===== src/rtl/dial_encoder.sv =====
// Rotary combination-dial front end: synchronises and debounces the quadrature pins, decodes one step
// per detent, and tracks the wrapped dial position plus the step/direction/match flags for the sequencer.
module dial_encoder #(
    parameter int WIDTH      = 6,
    parameter int DIAL_MAX   = 40,
    parameter int DEB_CYCLES = 16,
    parameter int C0         = 10,
    parameter int C1         = 25,
    parameter int C2         = 5
) (
    input  logic             clk,
    input  logic             rst_n,
    input  logic             enc_a,
    input  logic             enc_b,
    input  logic             countEn,
    input  logic             clrCount,
    input  logic [1:0]       sel,
    output logic             cnten,
    output logic             up,
    output logic             dirch,
    output logic             eq,
    output logic [WIDTH-1:0] count
);

    localparam int               CNT_W    = (DEB_CYCLES > 2) ? $clog2(DEB_CYCLES) : 1;
    localparam logic [CNT_W-1:0] DEB_LAST = CNT_W'(DEB_CYCLES - 1);
    localparam logic [WIDTH-1:0] POS_MAX  = WIDTH'(DIAL_MAX - 1);

    // Bit 1 carries channel A and bit 0 channel B, so deb_q is directly the decode state {A,B}.
    logic [1:0]            sync1_q, sync2_q;
    logic [1:0]            deb_q, deb_d;
    logic [1:0]            prev_q;
    logic [1:0][CNT_W-1:0] dcnt_q, dcnt_d;

    logic [WIDTH-1:0] count_q, count_d;
    logic             up_q, up_d;
    logic             cnten_q, cnten_d;
    logic             dirch_q, dirch_d;
    logic             eq_q, eq_d;
    logic             hist_q, hist_d;

    logic step_cw, step_ccw;

    always_comb begin
        // NOTE: every always_comb output gets a default first so no path can infer a latch.
        deb_d  = deb_q;
        dcnt_d = dcnt_q;
        for (int i = 0; i < 2; i++) begin
            if (sync2_q[i] == deb_q[i]) begin
                dcnt_d[i] = '0;
            end else if (dcnt_q[i] == DEB_LAST) begin
                deb_d[i]  = sync2_q[i];
                dcnt_d[i] = '0;
            end else begin
                dcnt_d[i] = dcnt_q[i] + CNT_W'(1);
            end
        end
    end

    // One step per detent, taken only on the final return to the 00 rest state.
    assign step_cw  = (prev_q == 2'b10) && (deb_q == 2'b00);
    assign step_ccw = (prev_q == 2'b01) && (deb_q == 2'b00);

    always_comb begin
        count_d = count_q;
        up_d    = up_q;
        hist_d  = hist_q;
        cnten_d = 1'b0;
        dirch_d = 1'b0;
        if (clrCount) begin
            count_d = '0;
            hist_d  = 1'b0;
        end else if (countEn && (step_cw || step_ccw)) begin
            cnten_d = 1'b1;
            dirch_d = hist_q && (step_cw != up_q);
            hist_d  = 1'b1;
            up_d    = step_cw;
            if (step_cw) begin
                count_d = (count_q == POS_MAX) ? '0 : count_q + WIDTH'(1);
            end else begin
                count_d = (count_q == '0) ? POS_MAX : count_q - WIDTH'(1);
            end
        end
    end

    // Compared against the pre-update count, so eq trails count by one cycle.
    always_comb begin
        eq_d = 1'b0;
        case (sel)
            2'd0:    eq_d = (count_q == WIDTH'(C0));
            2'd1:    eq_d = (count_q == WIDTH'(C1));
            2'd2:    eq_d = (count_q == WIDTH'(C2));
            default: eq_d = 1'b0;
        endcase
    end

    // NOTE: sequential state uses non-blocking assignments so all registers update from pre-edge values.
    always_ff @(posedge clk or negedge rst_n) begin
        if (!rst_n) begin
            sync1_q <= 2'b00;
            sync2_q <= 2'b00;
            deb_q   <= 2'b00;
            prev_q  <= 2'b00;
            dcnt_q  <= '0;
            count_q <= '0;
            up_q    <= 1'b1;
            cnten_q <= 1'b0;
            dirch_q <= 1'b0;
            eq_q    <= 1'b0;
            hist_q  <= 1'b0;
        end else begin
            sync1_q <= {enc_a, enc_b};
            sync2_q <= sync1_q;
            deb_q   <= deb_d;
            prev_q  <= deb_q;
            dcnt_q  <= dcnt_d;
            count_q <= count_d;
            up_q    <= up_d;
            cnten_q <= cnten_d;
            dirch_q <= dirch_d;
            eq_q    <= eq_d;
            hist_q  <= hist_d;
        end
    end

    assign count = count_q;
    assign up    = up_q;
    assign cnten = cnten_q;
    assign dirch = dirch_q;
    assign eq    = eq_q;

endmodule


===== config.mk =====
export PLATFORM = sky130hd
export DESIGN_NAME = dial_encoder
export DESIGN_NICKNAME = d
export VERILOG_FILES = /design/src/rtl/dial_encoder.sv
export SDC_FILE = /design/constraint.sdc
export NUM_CORES = 1
export LEC_CHECK = 0
export CORE_MARGIN = 2
export CORE_UTILIZATION = 45
export CTS_CLUSTER_DIAMETER = 80
export DETAILED_ROUTE_END_ITERATION = 6
export PLACE_DENSITY = 0.73
export RECOVER_POWER = 50
export SYNTH_ARGS = -nofsm -noshare
export SYNTH_HDL_FRONTEND = slang
export SYNTH_SLANG_ARGS = --single-unit

===== constraint.sdc =====
create_clock -name clk -period 5 [get_ports clk]
set_clock_uncertainty 0.1 [all_clocks]
set_input_delay 0.75 -clock clk [delete_from_list [all_inputs] [get_ports clk]]
set_output_delay 0.75 -clock clk [all_outputs]
set_load 0.03 [all_outputs]

# Word level (Yosys, flattened, before mapping)
# Index checks and enable logic that the tools add are counted.
# word_totals
ff_bits	27
out_inout_bits	10
elab_cells	61
# classes
addsub	4
n_bitwise	3
n_reduce_logical	12
eq_ne	13
n_mux	16
# op_table
op	count
$mux 6	5
$mux 4	4
$add 4x1->4 const B	2
$eq 4x4->1 const B	2
$add 6x1->6 const B	1
$eq 6x3->1 const B	1
$eq 6x4->1 const B	1
$eq 6x5->1 const B	1
$eq 6x6->1 const B	1
$logic_not 6->1	1
$mux 1	6
$reduce_and 2->1	3
$sub 6x1->6 const B	1
$eq 2x1->1 const B	2
$eq 2x2->1 const B	2
$logic_and 1x1->1	4
$logic_not 2->1	2
$not 1->1	3
$pmux 1 s3	1
$eq 1x1->1	2
$reduce_bool 2->1	1
$logic_or 1x1->1	1
$ne 1x1->1	1

# Longest topological paths before layout
# Gate-level depths: netlist of run 1.
# logic_depth
ltp_word	6
depth_mapped	6
depth_no_buf	6

# Worst setup path before layout of run 1
# Ideal clock, no wire load.
# synth_path
path_kind	reg-to-reg
startpoint	register count_q[0] (netlist: count[0])
endpoint	register count_q[4] (netlist: count[4])
stages_incl_launch_ff	7
period_less_slack_ns	2.003
arrival_ns	1.809
path_slack_ns	2.997
cell_sequence	dfrtp_1 inv_1 ha_1 or4b_1 nor2_1 or4_1 a211oi_1
# synth_between
elab_chain_len	5
word_cells_on_any_way	9
cone_classes	add/sub: 2; eq/ne: 1; mux: 5; reduce/logical: 1
# synth_rtl
item	line_no	source
start: declaration	35	logic [WIDTH-1:0] count_q, count_d;
start signal: assignment	117	count_q <= count_d;
$sub 6x1->6, or another cell as far along	81	count_d = (count_q == '0) ? POS_MAX : count_q - WIDTH'(1);
$mux 6 (on tied branches)	81, 79	
$mux 6 (*)	78	if (step_cw) begin
$mux 6 (*)	73	end else if (countEn && (step_cw || step_ccw)) begin
$mux 6 (*)	70	if (clrCount) begin
# Mark *: on every way between the ends. The rest lies on a longest branch, timed or not. The select of a mux whose other input is x is not followed.
# A chain may end at the register's enable or synchronous reset.

# Worst setup path after layout of run 1
# layout_path
startpoint	register count_q[2] (netlist: count[2])
endpoint	output port count[2]
# layout_lines
item	line_no	source
end: declaration	22	output logic [WIDTH-1:0] count
# No word-level cell between the ends.

==> impl_metrics.yaml, run 1 <==
status:
  status: "complete, no violations"
timing:
  slew_violations: 0
  hold_viol: 0
  fin_crit_sh: 0.5200
  fin_ws_ns: 2.400
  setup_tns_ns: 0
  setup-violations-final: 0
  timing_worst_slew_pin_value_ns: 1.412
  max_freq_mhz: 384.6
  maxSlewHeadroom: 0.05891
  finalCriticalPeriod_ns: 2.600
  rsz0062_at_grt: "false"
finish:
  drive_above_1_share: 0.06410
  final_cell_mix: "dfrtp_1, clkdlybuf4s50_1, nor2_1"
  syn_to_final_growth_pct: 16.45
  multi_input_area_um2: 694.4
  fin_nets: 173
  register_area_um2: 676.9
  final_core_util: 0.5500
  layout_commonest_cell: "dfrtp_1"
  fin_area_um2: 1665
  antenna_cells: 0
  num-fill-cells: 269
logic_synthesis:
  ys_seq_area_frac: 0.4733
  synth_top_area_share: 0.4549
  yosys_warnings: 0
  avgSynthCellArea_um2: 10.22
  synth_ff_type: "dfrtp_1"
  netlist_area_um2: 1430
  yosysTopAreaCell: "dfrtp_1"
  ys_ff_latch: 27
  synth_area_leaders: "dfrtp_1, ha_1, xnor2_1"
  synth_cell_types: 41
  async_flop_share: 1.000
  synth_edf_count: 0
  syn_nets: 156
  syn_inst: 140
clocking:
  cts_resized: 0
  hold_buffers: 0
  cts_setup_buffers: 0
  htreeDepth: 1
  path_clk_slew_ns: 0.15
  cts_tree: "built"
  clock_sinks: 27
  clkLatencyLatePin_ns: 0.34
  cts-root-buf: "clkbuf_4"
  clockBufferDepth: 2
  cts-buffers-inserted: 3
floorplanning:
  die_area_um2: 3645
  die_y_um: 60.38
  start_util: 0.4723
  row_count: 20
  die_w_um: 60.38
  io_pins: 18
  core_um2: 3028
critical_path:
  cp_num_buf_inv: 1
  start_kind: "flip-flop"
  startpoint: "count[2]"
  r2r_start: "count[0]"
  critical_path_class: "flip-flop to primary output"
  crit_family: "buffers and inverters"
  path_cells: "clkdlybuf4s50_1"
  reg2regPathDepth: 6
  r2r-end: "count[0]"
  cpPeakStageDelay_ns: 0.76
  critPathSlowestCell: "clkdlybuf4s50_1"
  critPathCapture: "count[2]"
  path_depth: 1
  crit_required_ns: 4.15
  path_max_fanout: 16
  rrSetupSlack_ns: 2.88
  cp-end-kind: "primary output"
  cp_data_arrival_time_ns: 1.75
pwr:
  p_int_mw: 0.2703
  p_total_mw: 0.3627
  power_density_nw_per_um2: 217.8
  switching_share: 0.2547
  p_switching_mw: 0.09237
  p_comb_frac: 0.076
  p_leak_nw: 0.7325
  clkPwrFrac: 0.289
  seqPwrFrac: 0.635
  vdd_ir_drop_max_uv: 120.7
grt:
  grt_antenna_before_repair: 0
  grt_max_degree: 28
  grt_usage: 0.1721
  first_global_vias: 1087
  grt_pass1_wl_um: 4719
  grt_overflow_total: 0
min_path:
  hold_path_class: "flip-flop to flip-flop"
place:
  placed_area_um2: 1638
  pre_cts_ws_ns: 2.524
  finalWeightedCongestion: 0.8157
  io_buffers: 17
  hpwl_um: 1904
detailed_routing:
  first_pass_iters: 4
  viasPerCell: 5.550
  drt_iter0_markers: 81
  ant_nets: 0
  drc: 0
  drt-total-wl_um: 2731
  vias: 1110
  avgRoutedWirePerCell_um: 13.66
flow_run:
  maxCapViolations: 0
[layer usage]
metal  vias up  share of wire  global-route usage
met5         -              0                   0
met4         0          0.015             0.07302
met3         5          0.051             0.01919
met2        42           0.49              0.2826
met1       529           0.45              0.2321
li1        534              -                   -
[cells by family (layout without fill, tap and decap cells)]
kind of cell             after synthesis  count (layout)  share of synthesized area
adder cells (fa/ha/maj)                8               8                    0.06999
buffers and inverters                 14              30                    0.04112
flip-flops                            27              27                     0.4733
multiplexers                           4               4                    0.03062
XOR/XNOR                               9               9                    0.05512
AND/OR/NAND/NOR                       46              46                     0.1855
AO/OA/AOI/OAI                         32              32                     0.1444
[flip-flops by register name, summed over array words and instances, names as in the netlist]
register / flops
deb_q: 2
up: 1
dirch: 1
hist_q: 1
sync1_q: 2
prev_q: 2
cnten: 1
eq: 1
count: 6
dcnt_q: 8
sync2_q: 2
[through the flow]
step                      cells  hold WS [ns]
after CTS                   200        0.2734
after global placement      196        0.2353
after global routing        200        0.2903
after detailed placement    196        0.2357
after floorplan             140        0.2312
final                       200        0.2701
[synth_stat cells (all sizes together) (3+ instances only)]
master  instances
a211oi          3
a21oi          10
and3            3
buf             3
clkbuf          4
dfrtp          26
ha              8
inv             7
mux2            3
nand2           4
nand3           6
nor2           11
nor3b           5
o21ai           5
xnor2           6
xor2            3
[power by group through the flow]
stage / Combinational (mW) / Clock [mW] / Sequential [mW]
6_report: 0.0276 / 0.105 / 0.230
5_1_grt: 0.0322 / 0.117 / 0.231
4_1_cts: 0.0290 / 0.107 / 0.230
3_5_place_dp: 0.0287 / 0 / 0.234
3_3_place_gp: 0.0277 / 0 / 0.234
2_1_floorplan: 0.0150 / 0 / 0.233
[worst min path at each step]
stage	from	endpoint	depth (start not counted)
after floorplan	sync1_q[0]	sync2_q[0]	0
after CTS	sync1_q[1]	sync2_q[1]	0
after global placement	sync1_q[1]	sync2_q[1]	0
after detailed placement	sync1_q[0]	sync2_q[0]	0
after global routing	sync1_q[0]	sync2_q[0]	0
final	sync1_q[1]	sync2_q[1]	0
[layout make-up]
class / count / share of cell area
inverters: 7 / 0.01578
flip-flops and latches: 27 / 0.4065
well taps: 44 / 0.03306
clock inverters: 1 / 0.005259
multi-input cells: 99 / 0.4170
repair buffers: 19 / 0.1089
clock buffers: 3 / 0.01352
No activity file was read; power rests on OpenSTA's default activity.
==> run 2: changes to the inputs <==
- clock period: 5 -> 2.49 ns (I/O delays scaled with it)
==> run 2 against run 1 <==
Compared with the run above:
- critical path depth did not move
- hold slack got worse by 0.0021 ns
- via count rose by 0.45%
- worst setup slack got worse by 2.2 ns
- power rose by 93%
- wire length rose by 0.55%
==> impl_metrics.yaml, run 2 (synthesized netlist as in run 1, its figures left out) <==
status:
  status: "complete, no violations"
detailed_routing:
  first_pass_iters: 4
  drt_iter0_markers: 55
  ant_nets: 0
  drt-total-wl_um: 2746
  viasPerCell: 5.575
  vias: 1115
  avgRoutedWirePerCell_um: 13.73
  drc: 0
timing:
  timing_worst_slew_pin_value_ns: 1.393
  fin_ws_ns: 0.2499
  rsz0062_at_grt: "false"
  fin_crit_sh: 0.8997
  setup-violations-final: 0
  slew_violations: 0
  maxSlewHeadroom: 0.07135
  finalCriticalPeriod_ns: 2.240
  setup_tns_ns: 0
  hold_viol: 0
  hold_ws_ns: 0.2680
  max_freq_mhz: 446.4
finish:
  largest_reg_flops: 8
  drive_above_1_share: 0.06410
  num-fill-cells: 266
  final_cell_mix: "dfrtp_1, clkdlybuf4s50_1, nor2_1"
  antenna_cells: 0
  top_register: "dcnt_q"
  layout_commonest_cell: "dfrtp_1"
  fin_nets: 173
  syn_to_final_growth_pct: 16.19
  final_core_util: 0.5488
critical_path:
  path_max_fanout: 16
  crit_required_ns: 2.02
  critical_path_class: "flip-flop to primary output"
  cp_data_arrival_time_ns: 1.77
  path_cells: "clkdlybuf4s50_1"
  start_kind: "flip-flop"
  cp-end-kind: "primary output"
  critPathSlowestCell: "clkdlybuf4s50_1"
  cp_num_buf_inv: 1
  crit_family: "buffers and inverters"
  cpPeakStageDelay_ns: 0.77
flow_run:
  maxCapViolations: 0
clocking:
  path_clk_slew_ns: 0.14
  htreeDepth: 1
  cts-root-buf: "clkbuf_4"
  clkLatencyLatePin_ns: 0.32
  clockBufferDepth: 2
  cts-buffers-inserted: 3
  hold_buffers: 0
  clock_sinks: 27
  cts_tree: "built"
  cts_setup_buffers: 0
  cts_resized: 0
floorplanning:
  row_count: 20
  die_area_um2: 3645
  io_pins: 18
  die_y_um: 60.38
  start_util: 0.4723
  die_w_um: 60.38
  core_um2: 3028
place:
  io_buffers: 17
  finalWeightedCongestion: 0.7717
  pre_cts_ws_ns: 0.4078
  hpwl_um: 1986
grt:
  grt_usage: 0.1776
  first_global_vias: 1064
  grt_pass1_wl_um: 4850
  grt_antenna_before_repair: 0
  grt_overflow_total: 0
  grt_max_degree: 28
pwr:
  vdd_ir_drop_max_uv: 402.1
  power_density_nw_per_um2: 422.2
  p_total_mw: 0.7015
  p_leak_nw: 0.7319
min_path:
  hold_path_class: "flip-flop to flip-flop"
## run 2: changes by cell type in the layout (fill, tap and decap cells not counted), sizes merged
cell    change
clkinv      +1
inv         -1
## run 2: per-layer routing
layer  global-route usage  wire length (um)  up-vias
met4              0.05714                21        0
met1               0.2172              1178      542
met5                    0                 0        -
li1                     -                 -      533
met3              0.04478               181        2
met2               0.3075              1364       38
## run 2: stage by stage
stage | area (um^2) | instances
after floorplan | 1430 | 140
after global placement | 1638 | 196
after detailed placement | 1638 | 196
after CTS | 1665 | 200
after global routing | 1662 | 200
final | 1662 | 200
## run 2: worst paths after layout
| check | startpoint | end | slack, ns | cells after the start |
|---|---|---|---|---|
| min | sync1_q[1] | sync2_q[1] | 0.27 | 0 |
| max in group asynchronous | rst_n | count[1] | 0.70 | 2 |
| min reg2reg | sync1_q[1] | sync2_q[1] | 0.27 | 0 |
| max | count[2] | count[2] | 0.25 | 1 |
| max reg2reg | count[0] | count[0] | 0.42 | 6 |
| min in group asynchronous | rst_n | dcnt_q[6] | 0.78 | 2 |
## run 2: power breakdown
| group | switching, mW | internal, mW | total [mW] |
|---|---|---|---|
| combinational | 0.0291 | 0.0266 | 0.0557 |
| sequential | 0.0127 | 0.450 | 0.463 |
| clock | 0.123 | 0.0602 | 0.183 |
| total | 0.164 | 0.537 | 0.701 |
## run 2: final cells by class
cell class	instances	area [um^2]	area share
inverters	7	26.28	0.01581
well taps	44	55.05	0.03313
clock buffers	3	22.52	0.01355
repair buffers	19	181.4	0.1092
flip-flops and latches	27	676.9	0.4074
multi-input cells	99	694.4	0.4179
clock inverters	1	5.005	0.003012
